### src/rtl/bcd_count_ctrl_if.sv
// Command handshake bundle for bcd_count_ctrl: requester drives valid/dir/target,
// the controller answers with ready.
interface bcd_count_ctrl_if;
  logic       cmd_valid;
  logic       cmd_ready;
  logic       cmd_dir;
  logic [3:0] cmd_target;

  modport master (output cmd_valid, cmd_dir, cmd_target, input  cmd_ready);
  modport slave  (input  cmd_valid, cmd_dir, cmd_target, output cmd_ready);
endinterface

### src/rtl/bcd_count_ctrl.sv
// Steps an external up/down BCD counter until it shows a commanded digit.
// Optional BCD_CTRL_TIMEOUT_EN: abort to ERR after 10 enabled steps without a match.
module bcd_count_ctrl (
  input  logic                   clk,
  input  logic                   rst,
  bcd_count_ctrl_if.slave        cmd,
  input  logic                   abort,
  input  logic [3:0]             cnt_val,
  output logic                   cnt_en,
  output logic                   cnt_x,
  output logic                   busy,
  output logic                   done,
  output logic                   err,
  output logic [3:0]             steps
);

  typedef enum logic [1:0] {IDLE, RUN, DONE, ERR} state_t;

  state_t     state, state_nxt;
  logic [3:0] tgt;
  logic       dir;
  logic       hit;
  logic       accept;

  assign hit    = (cnt_val == tgt);
  assign accept = (state == IDLE) && cmd.cmd_valid;

  always_comb begin
    state_nxt     = state;
    cmd.cmd_ready = 1'b0;
    cnt_en        = 1'b0;
    busy          = 1'b1;
    done          = 1'b0;
    err           = 1'b0;
    cnt_x         = dir;
    unique case (state)
      IDLE: begin
        cmd.cmd_ready = 1'b1;
        busy          = 1'b0;
        if (cmd.cmd_valid)
          state_nxt = (cmd.cmd_target > 4'd9 || cnt_val > 4'd9) ? ERR : RUN;
      end
      RUN: begin
        // Enable is purely combinational so abort and reset cut it in the same cycle.
        cnt_en = !hit && !abort;
        if (abort)
          state_nxt = IDLE;
        else if (hit)
          state_nxt = DONE;
`ifdef BCD_CTRL_TIMEOUT_EN
        else if (cnt_en && steps == 4'd9)
          state_nxt = ERR;
`endif
      end
      DONE: begin
        done      = 1'b1;
        state_nxt = IDLE;
      end
      ERR: begin
        err       = 1'b1;
        state_nxt = IDLE;
      end
      default: state_nxt = IDLE;
    endcase
  end

  always_ff @(posedge clk or negedge rst) begin
    if (!rst) begin
      state <= IDLE;
      tgt   <= 4'd0;
      dir   <= 1'b0;
      steps <= 4'd0;
    end else begin
      state <= state_nxt;
      if (accept) begin
        tgt   <= cmd.cmd_target;
        dir   <= cmd.cmd_dir;
        steps <= 4'd0;
      end else if (cnt_en && steps != 4'hF) begin
        steps <= steps + 4'd1;
      end
    end
  end

endmodule
### src/flat_wrapper.sv
// flat-port wrapper written by rule: the top's interface ports become plain ports
module bcd_count_ctrl_flat 
  (clk, rst, abort, cnt_val, cnt_en, cnt_x, busy, done, err, steps, cmd_cmd_valid, cmd_cmd_dir, cmd_cmd_target, cmd_cmd_ready);
  bcd_count_ctrl_if cmd_i ();
  input  logic clk;
  input  logic rst;
  input  logic abort;
  input  logic [3:0] cnt_val;
  output logic cnt_en;
  output logic cnt_x;
  output logic busy;
  output logic done;
  output logic err;
  output logic [3:0] steps;
  input wire logic [$bits(cmd_i.cmd_valid)-1:0] cmd_cmd_valid;
  input wire logic [$bits(cmd_i.cmd_dir)-1:0] cmd_cmd_dir;
  input wire logic [$bits(cmd_i.cmd_target)-1:0] cmd_cmd_target;
  output wire logic [$bits(cmd_i.cmd_ready)-1:0] cmd_cmd_ready;
  assign cmd_i.cmd_valid = cmd_cmd_valid;
  assign cmd_i.cmd_dir = cmd_cmd_dir;
  assign cmd_i.cmd_target = cmd_cmd_target;
  assign cmd_cmd_ready = cmd_i.cmd_ready;
  bcd_count_ctrl u_core (.clk(clk), .rst(rst), .cmd(cmd_i), .abort(abort), .cnt_val(cnt_val), .cnt_en(cnt_en), .cnt_x(cnt_x), .busy(busy), .done(done), .err(err), .steps(steps));
endmodule
### config.mk
export PLATFORM = sky130hd
export DESIGN_NAME = bcd_count_ctrl_flat
export DESIGN_NICKNAME = d
export VERILOG_FILES = /design/src/rtl/bcd_count_ctrl_if.sv /design/src/rtl/bcd_count_ctrl.sv /design/src/flat_wrapper.sv
export SDC_FILE = /design/constraint.sdc
export NUM_CORES = 1
export LEC_CHECK = 0
export BUFFER_PORTS_ARGS = -buffer_cell sky130_fd_sc_hd__buf_2
export CAP_MARGIN = 20
export CORE_AREA = 2 2 39 41
export DETAILED_ROUTE_END_ITERATION = 10
export DIE_AREA = 0 0 41 43
export GPL_ROUTABILITY_DRIVEN = 1
export MAX_ROUTING_LAYER = met4
export PLACE_DENSITY = 0.73
export SETUP_SLACK_MARGIN = 0.1
export SYNTH_ARGS = -nofsm -noshare
export SYNTH_HDL_FRONTEND = slang
export SYNTH_SLANG_ARGS = --single-unit
### constraint.sdc
create_clock -name clk -period 1.8 [get_ports clk]
set_input_delay 0.18 -clock clk [delete_from_list [all_inputs] [get_ports clk]]
set_output_delay 0.18 -clock clk [all_outputs]
set_load 0.05 [all_outputs]
# Word level (Yosys, flattened, before mapping)
# Cells that the tools add are included.
# word_totals
reg_bits,11
in_bits,13
out_inout_bits,10
# classes
addsub,1
order_cmp,2
eq_ne,7
n_mux,12
reduce_logical,10
# op_table
cell,n
$gt A4 B4 Y1 const B,2
$mux W2,4
$mux W4,2
$pmux W2 S3,1
$mux W1,5
$add A4 B1 Y4 const B,1
$eq A2 B2 Y1 const B,2
$eq A4 B4 Y1,1
$ne A4 B4 Y1 const B,1
$logic_and A1 B1 Y1,3
$ne A3 B2 Y1 const B,1
$eq A2 B1 Y1 const B,1
$logic_not A1 Y1,2
$logic_not A2 Y1,1
$ne A2 B2 Y1 const B,1
$reduce_and A2 Y1,1
$reduce_bool A2 Y1,1
$reduce_or A2 Y1,1
$logic_or A1 B1 Y1,1

# Depth between registers and ports, before layout
# Gate-level depths: netlist of the first run.
# logic_depth
ltp_word,7
mapped_depth,5
mapped_depth_nobuf,4

# Worst setup path after synthesis of the first run
# OpenSTA, ideal clock, no wires.
# synth_path
path_type,reg2reg
startpoint,reg u_core.state[1]
endpoint,"reg u_core.dir, in the netlist u_core.cnt_x"
setup_ns,0.125
arrival_time_ns,1.782
required_ns,1.675
slack_ns,-0.107
path_stages_with_launch,5
synth_period_minus_slack_ns,1.907
path_cell_list,dfrtp_1 nor2_1 nand2_1 buf_2 mux2_2
# synth_via
elab_chain_cells,2
# synth_rtl
element,line,rtl
"start, declared",bcd_count_ctrl.sv:19,"state_t state, state_nxt;"
"start signal, assigned",bcd_count_ctrl.sv:74,state <= state_nxt;
$logic_not A2 Y1,bcd_count_ctrl.sv:26,assign accept = (state == IDLE) && cmd.cmd_valid;
$logic_and A1 B1 Y1,bcd_count_ctrl.sv:26,
"end signal, assigned",bcd_count_ctrl.sv:77,dir <= cmd.cmd_dir;
"end, declared",bcd_count_ctrl.sv:21,logic dir;
# No other way between the ends.
# A chain may end at the register's enable or synchronous reset.

# Final worst setup path of the first run
# layout_path
startpoint,reg u_core.tgt[2]
endpoint,out cnt_en
# layout_via
elab_chain_cells,4
# layout_rtl
element,line,rtl
"start, declared",bcd_count_ctrl.sv:20,logic [3:0] tgt;
"start signal, assigned",bcd_count_ctrl.sv:76,tgt <= cmd.cmd_target;
$eq A4 B4 Y1,bcd_count_ctrl.sv:25,assign hit = (cnt_val == tgt);
$logic_not A1 Y1,bcd_count_ctrl.sv:45,cnt_en = !hit && !abort;
$logic_and A1 B1 Y1,bcd_count_ctrl.sv:45,
$mux W1,bcd_count_ctrl.sv:36,unique case (state)
"end, declared",flat_wrapper.sv:9,output logic cnt_en;
# No other way between the ends.

==> impl_metrics.json, run 1 <==
{
  "dieArea_um2": 1760,
  "tightestPinTransition_ns": 0.434,
  "route.met2.wl_um": 530,
  "grt.total_usage_pct": 15.5,
  "pwr-share-comb_pct": 52.4,
  "vias": 470,
  "clk_pin_slew_ns": 0.07,
  "worst_setup_path_end_kind": "primary output",
  "synth_top_area_share_pct": 47.5,
  "synth.cell_area_um2": 579,
  "path_delay_family": "flip-flops",
  "whs_path_depth": 2,
  "p_leak_uw": 0.000380,
  "cts.sinks": 11,
  "postSynthAreaPerCell_um2": 11.8,
  "p_int_uw": 633,
  "fmax_mhz": 611,
  "ctsRootBufferMaster": "clkbuf_4",
  "path_class": "flip-flop to primary output",
  "core.rowCount": 14,
  "cts_buffers": 3,
  "layout_common_cells": "buf_2, dfrtp_1, nand2_1",
  "core_um2": 1380,
  "dieHeight_um": 43,
  "first_iter_violations": 5,
  "ant_nets": 0,
  "met3_length_um": 85,
  "grt_pass1_vias": 477,
  "antenna_found_initial": 0,
  "pwr-share-seq_pct": 34.0,
  "r2r_slack_ns": 0.27,
  "synth_area_leaders": "dfrtp_1, mux2_2, o41ai_4",
  "area.growth.synth_to_final_pct": 32.0,
  "final.setup.tns_ns": 0,
  "vias_per_cell": 5.11,
  "drt_first_pass_iters": 3,
  "wl_met1_um": 451,
  "slowest_stage": "dfrtp_1",
  "power_density_nw_per_um2": 1590,
  "crit_chain": "xor2_2, o41ai_4, inv_1, buf_6",
  "crit_buf_inv": 2,
  "path_depth": 4,
  "nNetsFinal": 91,
  "crit_path_start": "u_core.tgt[2]$_DFFE_PN0P_",
  "period_share_pct": 90.9,
  "clkPwrFrac_pct": 13.6,
  "numPortBuffers": 22,
  "yosys_register_bits": 11,
  "grt_overflow_total": 0,
  "place_congestion": 0.759,
  "avgRoutedWirePerCell_um": 11.8,
  "start_util_pct": 41.9,
  "relSlewSlack_pct": 71.0,
  "yosys.cell_types.count": 23,
  "grt_pass1_wl_mm": 1.80,
  "yosys.area.top_type": "dfrtp_1",
  "hp-start": "cmd_cmd_dir",
  "syn_nets": 63,
  "grt_max_degree": 13,
  "required_ns": 1.62,
  "tritoncts": "built",
  "highest_layer": "met4",
  "wl_mm": 1.08,
  "hold_viol_final": 0,
  "cpPeakStageDelay_ns": 0.40,
  "skew_ns": 0.00543,
  "ir_drop_uv": 903,
  "drc_errors": 0,
  "placed_cells": 86,
  "switching_share_pct": 47.9,
  "outcome": "finished clean",
  "yosysSeqAreaShare_pct": 47.5,
  "arrival_ns": 1.46,
  "maxCapViolCount": 0,
  "clk_path_buf_depth": 2,
  "worstSetupStartpointType": "flip-flop",
  "r2r_cells": 5,
  "clock_latency_ns": 0.27,
  "rsz0062_at_grt": "true",
  "r2r_start": "u_core.state[1]$_DFFE_PN0P_",
  "layout_commonest_cell": "buf_2",
  "synth_warnings": 0,
  "switchingPower_uw": 583,
  "setup_viol": 0,
  "place.detailed.hpwl_um": 805,
  "ioPinCount": 23,
  "diodes": 0,
  "htreeDepth": 1,
  "layout_min_cycle_time_ns": 1.64,
  "final_cells": 92,
  "min_path_type": "input pin to flip-flop",
  "cp_max_fo": 2,
  "drv_slew": 0,
  "syn_inst": 49,
  "die_w_um": 41,
  "drive_above_1_share_pct": 48.7
}
## cell families after synthesis
kind of cell | count (synthesis) | synth area share, %
DFF | 11 | 47.5
adders and majority gates | 1 | 2.16
and+or+nand+nor | 13 | 11.4
AOI/OAI and AO/OA | 10 | 16.2
buffers and inverters | 3 | 2.16
muxes | 7 | 13.2
xor gates and xnor gates | 4 | 7.35
## power by group through the flow
stage                     combinational (uW)  sequential [uW]  clock, uW
after detailed placement                 614              417          0
after floorplan                          405              502          0
after global routing                     694              426        181
after global placement                   610              412          0
final                                    637              413        166
after CTS                                626              411        171
## synthesized netlist by cell type
cell type  number
nor4_1          1
nor2_1          1
nand3_1         1
a21oi_1         1
o41ai_4         1
xor2_2          1
ha_1            1
a31oi_2         1
o211ai_1        1
mux2i_1         2
nand2_1         7
and2_1          1
o311ai_1        1
nor3b_2         1
inv_1           2
dfrtp_1        11
a21o_1          1
o31ai_1         2
xor2_1          3
o21ai_0         2
nor2b_1         1
mux2_2          5
buf_2           1
## path summary, 6_finish.rpt
path,end
min,u_core.cnt_x$_DFFE_PN0P_
max in group asynchronous,u_core.state[0]$_DFFE_PN0P_
max reg2reg,u_core.steps[3]$_DFFE_PN0P_
min in group asynchronous,u_core.steps[0]$_DFFE_PN0P_
max,cnt_en
min reg2reg,u_core.cnt_x$_DFFE_PN0P_
## stage by stage
step	hold WS, ns	total power (uW)	setup slack, ns	utilization [%]	cell area, um2
2_1_floorplan	-0.116	907	0.172	-	582
3_3_place_gp	0.0571	1020	0.263	51.1	707
3_5_place_dp	0.0608	1030	0.227	51.1	707
4_1_cts	0.139	1210	0.122	54.2	751
5_1_grt	0.132	1300	0.0834	55.2	764
6_report	0.142	1220	0.165	55.2	764
## registers in the layout, summed over array words and instances, names as in the netlist
name          cells
u_core.cnt_x      1
u_core.tgt        4
u_core.state      2
u_core.steps      4
## worst reg2reg max path: cells and delay by family (launching register included)
kind / cells / cell delay (ns)
AO/OA/AOI/OAI: 3 / 0.51
buffers and inverters: 1 / 0.17
flip-flops: 1 / 0.41
AND/OR/NAND/NOR: 1 / 0.30
## metal layers
metal  GRT usage [%]  vias up
met2            25.6       21
met5               -        -
met4            6.00        0
li1                -      229
met3            3.14        2
met1            17.5      218
## what timing repair did
action / CTS / global route
pin swaps: 1 / 1
gates cloned: 0 / 0
setup endpoints to repair: 1 / 1
hold endpoints to repair: 11 / 0
gates resized for setup: 0 / 4
buffers inserted: 1 / 0
hold buffers: 1 / 0
## final cells by class
| class | instances | area [um2] |
|---|---|---|
| tap | 16 | 20.0 |
| fill | 125 | 619 |
| inverter | 2 | 7.51 |
| timing repair buffer | 24 | 134 |
| sequential | 11 | 275 |
| clock buffer | 4 | 26.3 |
| multi-input combinational | 35 | 302 |
Power figures use the tool's default switching activity.
==> inputs of run 2 (changes only) <==
--- a/config.mk
+++ b/config.mk
@@ -7,12 +7,14 @@
 export LEC_CHECK = 0
 export BUFFER_PORTS_ARGS = -buffer_cell sky130_fd_sc_hd__buf_2
 export CAP_MARGIN = 20
-export CORE_AREA = 2 2 39 41
+export CELL_PAD_IN_SITES_DETAIL_PLACEMENT = 0
+export CELL_PAD_IN_SITES_GLOBAL_PLACEMENT = 1
+export CORE_MARGIN = 1.5
+export CORE_UTILIZATION = 34
 export DETAILED_ROUTE_END_ITERATION = 10
-export DIE_AREA = 0 0 41 43
 export GPL_ROUTABILITY_DRIVEN = 1
 export MAX_ROUTING_LAYER = met4
-export PLACE_DENSITY = 0.73
+export PLACE_DENSITY_LB_ADDON = 0.1
 export SETUP_SLACK_MARGIN = 0.1
 export SYNTH_ARGS = -nofsm -noshare
 export SYNTH_HDL_FRONTEND = slang
==> impl_metrics.json, run 2 (same netlist as run 1, synthesis figures left out) <==
{
  "rsz0062_at_grt": "false",
  "layout_commonest_cell": "buf_2",
  "first_iter_violations": 5,
  "cts_buffers": 3,
  "wl_mm": 1.06,
  "min_path_type": "input pin to flip-flop",
  "cp_max_fo": 2,
  "final_area_um2": 757,
  "die_w_um": 44.3,
  "avgRoutedWirePerCell_um": 11.6,
  "tritoncts": "built",
  "ctsRootBufferMaster": "clkbuf_4",
  "dieArea_um2": 1960,
  "grt_max_degree": 13,
  "place.detailed.hpwl_um": 789,
  "clk_pin_slew_ns": 0.07,
  "grt_pass1_wl_mm": 1.64,
  "start_util_pct": 37.6,
  "grt_overflow_total": 0,
  "numPortBuffers": 22,
  "core_um2": 1540,
  "path_class": "flip-flop to primary output",
  "layout.area.seq_um2": 275,
  "dieHeight_um": 44.3,
  "layout_min_cycle_time_ns": 1.62,
  "fillers": 148,
  "drc_errors": 0,
  "drt_first_pass_iters": 2,
  "nNetsFinal": 91,
  "required_ns": 1.62,
  "grt_pass1_vias": 406,
  "drive_above_1_share_pct": 47.4,
  "place_area_um2": 714,
  "relSlewSlack_pct": 68.7,
  "place_congestion": 0.727,
  "area.growth.synth_to_final_pct": 30.7,
  "grt.total_usage_pct": 12.4,
  "crit_path_start": "u_core.tgt[2]$_DFFE_PN0P_",
  "cts.sinks": 11,
  "r2r_start": "u_core.state[1]$_DFFE_PN0P_",
  "multiInputGateArea_um2": 294,
  "hp-start": "cmd_cmd_dir",
  "vias_per_cell": 5.01,
  "ant_nets": 0,
  "ir_drop_uv": 739,
  "core.rowCount": 14,
  "power_density_nw_per_um2": 1600,
  "drv_slew": 0,
  "place_ws_ns": 0.285,
  "clk_path_buf_depth": 2,
  "final.setup.tns_ns": 0,
  "antenna_found_initial": 0,
  "skew_ns": 0.00169,
  "worst_slack_ns": 0.184,
  "p_total_uw": 1210,
  "hold_viol_final": 0,
  "worst_setup_path_end_kind": "primary output",
  "diodes": 0,
  "fmax_mhz": 619,
  "largestRegisters": "u_core.steps: 4 flops, u_core.tgt: 4 flops, u_core.state: 2 flops",
  "arrival_ns": 1.44,
  "htreeDepth": 1,
  "maxCapViolCount": 0,
  "worstSetupStartpointType": "flip-flop",
  "period_share_pct": 89.8,
  "layout_common_cells": "buf_2, dfrtp_1, nand2_1",
  "ioPinCount": 23,
  "vias": 461,
  "outcome": "finished clean",
  "cts_setup_buffers": 0,
  "tightestPinTransition_ns": 0.469,
  "p_leak_uw": 0.000378,
  "clock_latency_ns": 0.26,
  "setup_viol": 0
}
[run 2: cell counts in the layout (fill, tap and decap cells not counted)]
Identical to the previous run, type by type.
[run 2: worst paths after layout]
kind | slack [ns] | cells past startpoint | to
worst max register to register | 0.30 | 5 | u_core.steps[0]$_DFFE_PN0P_
worst max-delay path | 0.18 | 4 | cnt_en
worst min register to register | 0.50 | 1 | u_core.cnt_x$_DFFE_PN0P_
max in group asynchronous | 1.28 | 2 | u_core.tgt[0]$_DFFE_PN0P_
worst min-delay path | 0.15 | 2 | u_core.cnt_x$_DFFE_PN0P_
min in group asynchronous | 0.32 | 2 | u_core.steps[0]$_DFFE_PN0P_
[run 2: cell type report]
type	instances	area share, %
repair buffers	24	17.7
inverters	2	0.992
clock buffers	4	3.47
multi-input cells	35	38.8
flip-flops and latches	11	36.4
well taps	16	2.64
[run 2: worst max-delay path: stages, from the launching register on]
cell and delay [ns]:
dfrtp_1 0.38, xor2_1 0.18, o41ai_4 0.37, inv_1 0.09
buf_6 0.16
[run 2: timing repair]
action,4_1_cts,5_1_grt
hold buffers,1,0
resized for setup,0,3
endpoints found under the hold margin,11,0
setup endpoints to repair,0,1
[run 2: power by group]
part,switching (uW),total (uW),internal [uW],leakage [uW]
combinational,427,635,208,0.000225
sequential,72.7,409,337,0.000138
clock,77.9,163,85.6,0.0000150
[run 2: through the flow]
stage | cells | utilization, % | hold WS [ns]
5_1_grt | 92 | 49.1 | 0.134
2_1_floorplan | 49 | - | -0.116
3_5_place_dp | 87 | 46.3 | 0.0639
6_report | 92 | 49.1 | 0.149
4_1_cts | 92 | 48.7 | 0.133
3_3_place_gp | 87 | 46.3 | 0.0646
[run 2: metal layers]
layer	GRT usage (%)	wire length, um	up-vias
met5	-	0	-
met1	15.0	485	213
met4	9.09	13	0
li1	-	-	232
met3	2.45	57	2
met2	18.2	506	14
==> inputs of run 3 (changes only) <==
==> constraint.sdc (replaced) <==
create_clock -name clk -period 1.8 [get_ports clk]
set_input_delay 0.18 -clock clk [delete_from_list [all_inputs] [get_ports clk]]
set_output_delay 0.18 -clock clk [all_outputs]
set_load 0.005 [all_outputs]
==> impl_metrics.json, run 3 (same netlist as run 1, synthesis figures left out) <==
{
  "crit_chain": "xor2_1, o41ai_4, inv_1, buf_2",
  "clk_pin_slew_ns": 0.07,
  "layout_min_cycle_time_ns": 1.59,
  "layout_commonest_cell": "buf_2",
  "drc_errors": 0,
  "drv_slew": 0,
  "placed_cells": 86,
  "worstSetupStartpointType": "flip-flop",
  "hp-start": "cmd_cmd_dir",
  "outcome": "finished clean",
  "place_congestion": 0.701,
  "clk_path_buf_depth": 2,
  "fmax_mhz": 629,
  "grt_pass1_vias": 427,
  "crit_buf_inv": 2,
  "wl_mm": 1.14,
  "path_class": "flip-flop to primary output",
  "arrival_ns": 1.41,
  "diodes": 0,
  "drt_first_pass_iters": 4,
  "place.detailed.hpwl_um": 831,
  "ant_nets": 0,
  "ctsRootBufferMaster": "clkbuf_4",
  "hold_path_end": "u_core.cnt_x$_DFFE_PN0P_",
  "tritoncts": "built",
  "drive_above_1_share_pct": 47.4,
  "cp_max_fo": 2,
  "clock_latency_ns": 0.27,
  "grt.total_usage_pct": 14.8,
  "grt_pass1_wl_mm": 1.95,
  "min_path_type": "input pin to flip-flop",
  "vias": 459,
  "layout_common_cells": "buf_2, dfrtp_1, nand2_1",
  "rsz0062_at_grt": "false",
  "path_delay_family": "flip-flops",
  "place_area_um2": 704,
  "avgRoutedWirePerCell_um": 12.4,
  "power_density_nw_per_um2": 1290,
  "largestRegisters": "u_core.steps: 4 flops, u_core.tgt: 4 flops, u_core.state: 2 flops",
  "r2r_start": "u_core.state[1]$_DFFE_PN0P_",
  "p_leak_uw": 0.000381,
  "grt_max_degree": 13,
  "grt_overflow_total": 0,
  "die_w_um": 44.3,
  "area.growth.synth_to_final_pct": 30.5,
  "tightestPinTransition_ns": 0.458,
  "final.setup.tns_ns": 0,
  "ir_drop_uv": 574,
  "core_um2": 1540,
  "start_util_pct": 37.6,
  "r2r_cells": 5,
  "nNetsFinal": 91,
  "layout.area.seq_um2": 275,
  "cts_buffers": 3,
  "vias_per_cell": 4.99,
  "core.rowCount": 14,
  "dieHeight_um": 44.3,
  "ioPinCount": 23,
  "required_ns": 1.62,
  "final_area_um2": 756,
  "skew_ns": 0.000515,
  "antenna_found_initial": 0,
  "r2r_end": "u_core.steps[3]$_DFFE_PN0P_",
  "cpPeakStageDelay_ns": 0.39,
  "dieArea_um2": 1960,
  "first_iter_violations": 5,
  "final_cells": 92,
  "worst_setup_path_end_kind": "primary output",
  "period_share_pct": 88.4,
  "multiInputGateArea_um2": 298,
  "htreeDepth": 1,
  "fin_util_pct": 49.0,
  "numPortBuffers": 22,
  "hold_viol_final": 0,
  "r2r_slack_ns": 0.30,
  "fillers": 152,
  "relSlewSlack_pct": 69.4,
  "cts.sinks": 11,
  "setup_viol": 0,
  "slowest_stage": "dfrtp_1",
  "maxCapViolCount": 0,
  "whs_path_depth": 2
}
[run 3: cell types whose count changed in the layout (fill, tap and decap cells not counted)]
cell | previous run | this run
nor3b_4 | 0 | 1
clkinv_2 | 0 | 1
nor2_2 | 1 | 0
nor3b_2 | 1 | 0
nor2_1 | 0 | 1
buf_2 | 21 | 22
buf_6 | 1 | 0
clkbuf_1 | 1 | 0
[run 3: final cells by class]
class	count	share of cell area, %
Multi-Input combinational cell	35	39.4
Sequential cell	11	36.4
Timing Repair Buffer	24	16.9
Clock buffer	3	2.98
Tap cell	16	2.65
Inverter	2	0.993
Clock inverter	1	0.662
[run 3: how the worst max path moves through the flow]
stage | slack (ns) | end | startpoint | cells past startpoint
2_1_floorplan | 0.43 | u_core.steps[0]$_DFFE_PN0P_ | u_core.tgt[1]$_DFFE_PN0P_ | 4
3_3_place_gp | 0.35 | cnt_en | u_core.tgt[1]$_DFFE_PN0P_ | 4
3_5_place_dp | 0.31 | u_core.steps[0]$_DFFE_PN0P_ | u_core.tgt[1]$_DFFE_PN0P_ | 4
4_1_cts | 0.17 | cnt_en | u_core.tgt[2]$_DFFE_PN0P_ | 4
5_1_grt | 0.10 | cnt_en | u_core.tgt[1]$_DFFE_PN0P_ | 4
6_report | 0.21 | cnt_en | u_core.tgt[1]$_DFFE_PN0P_ | 4
[run 3: power by group]
group	switching, uW	internal [uW]	total (uW)
logic	192	202	394
registers	73.6	336	410
clock network	89.2	82.3	172
total	355	621	976
[run 3: through the flow]
| stage | total power [uW] | hold WS (ns) | setup WS [ns] |
|---|---|---|---|
| 6_report | 976 | 0.135 | 0.210 |
| 5_1_grt | 1070 | 0.106 | 0.104 |
| 4_1_cts | 990 | 0.120 | 0.168 |
| 3_5_place_dp | 797 | 0.0674 | 0.313 |
| 3_3_place_gp | 793 | 0.0673 | 0.348 |
| 2_1_floorplan | 673 | -0.116 | 0.426 |
[run 3: repair_timing]
item                                    4_1_cts  5_1_grt
hold buffers                                  1        0
endpoints found under the setup margin        1        2
setup buffers                                 1        0
pin swaps                                     1        1
gates resized for setup                       0        1
cloned                                        0        0
endpoints found under the hold margin        11        0
[run 3: routing by layer]
layer / part of all wire (%) / GRT usage [%] / wire, um / up-vias
met4: 0.35 / 5.45 / 4 / 0
met2: 49 / 22.1 / 558 / 20
met5: 0 / - / 0 / -
li1: - / - / - / 231
met3: 7.6 / 6.12 / 86 / 2
met1: 43 / 17.8 / 488 / 206
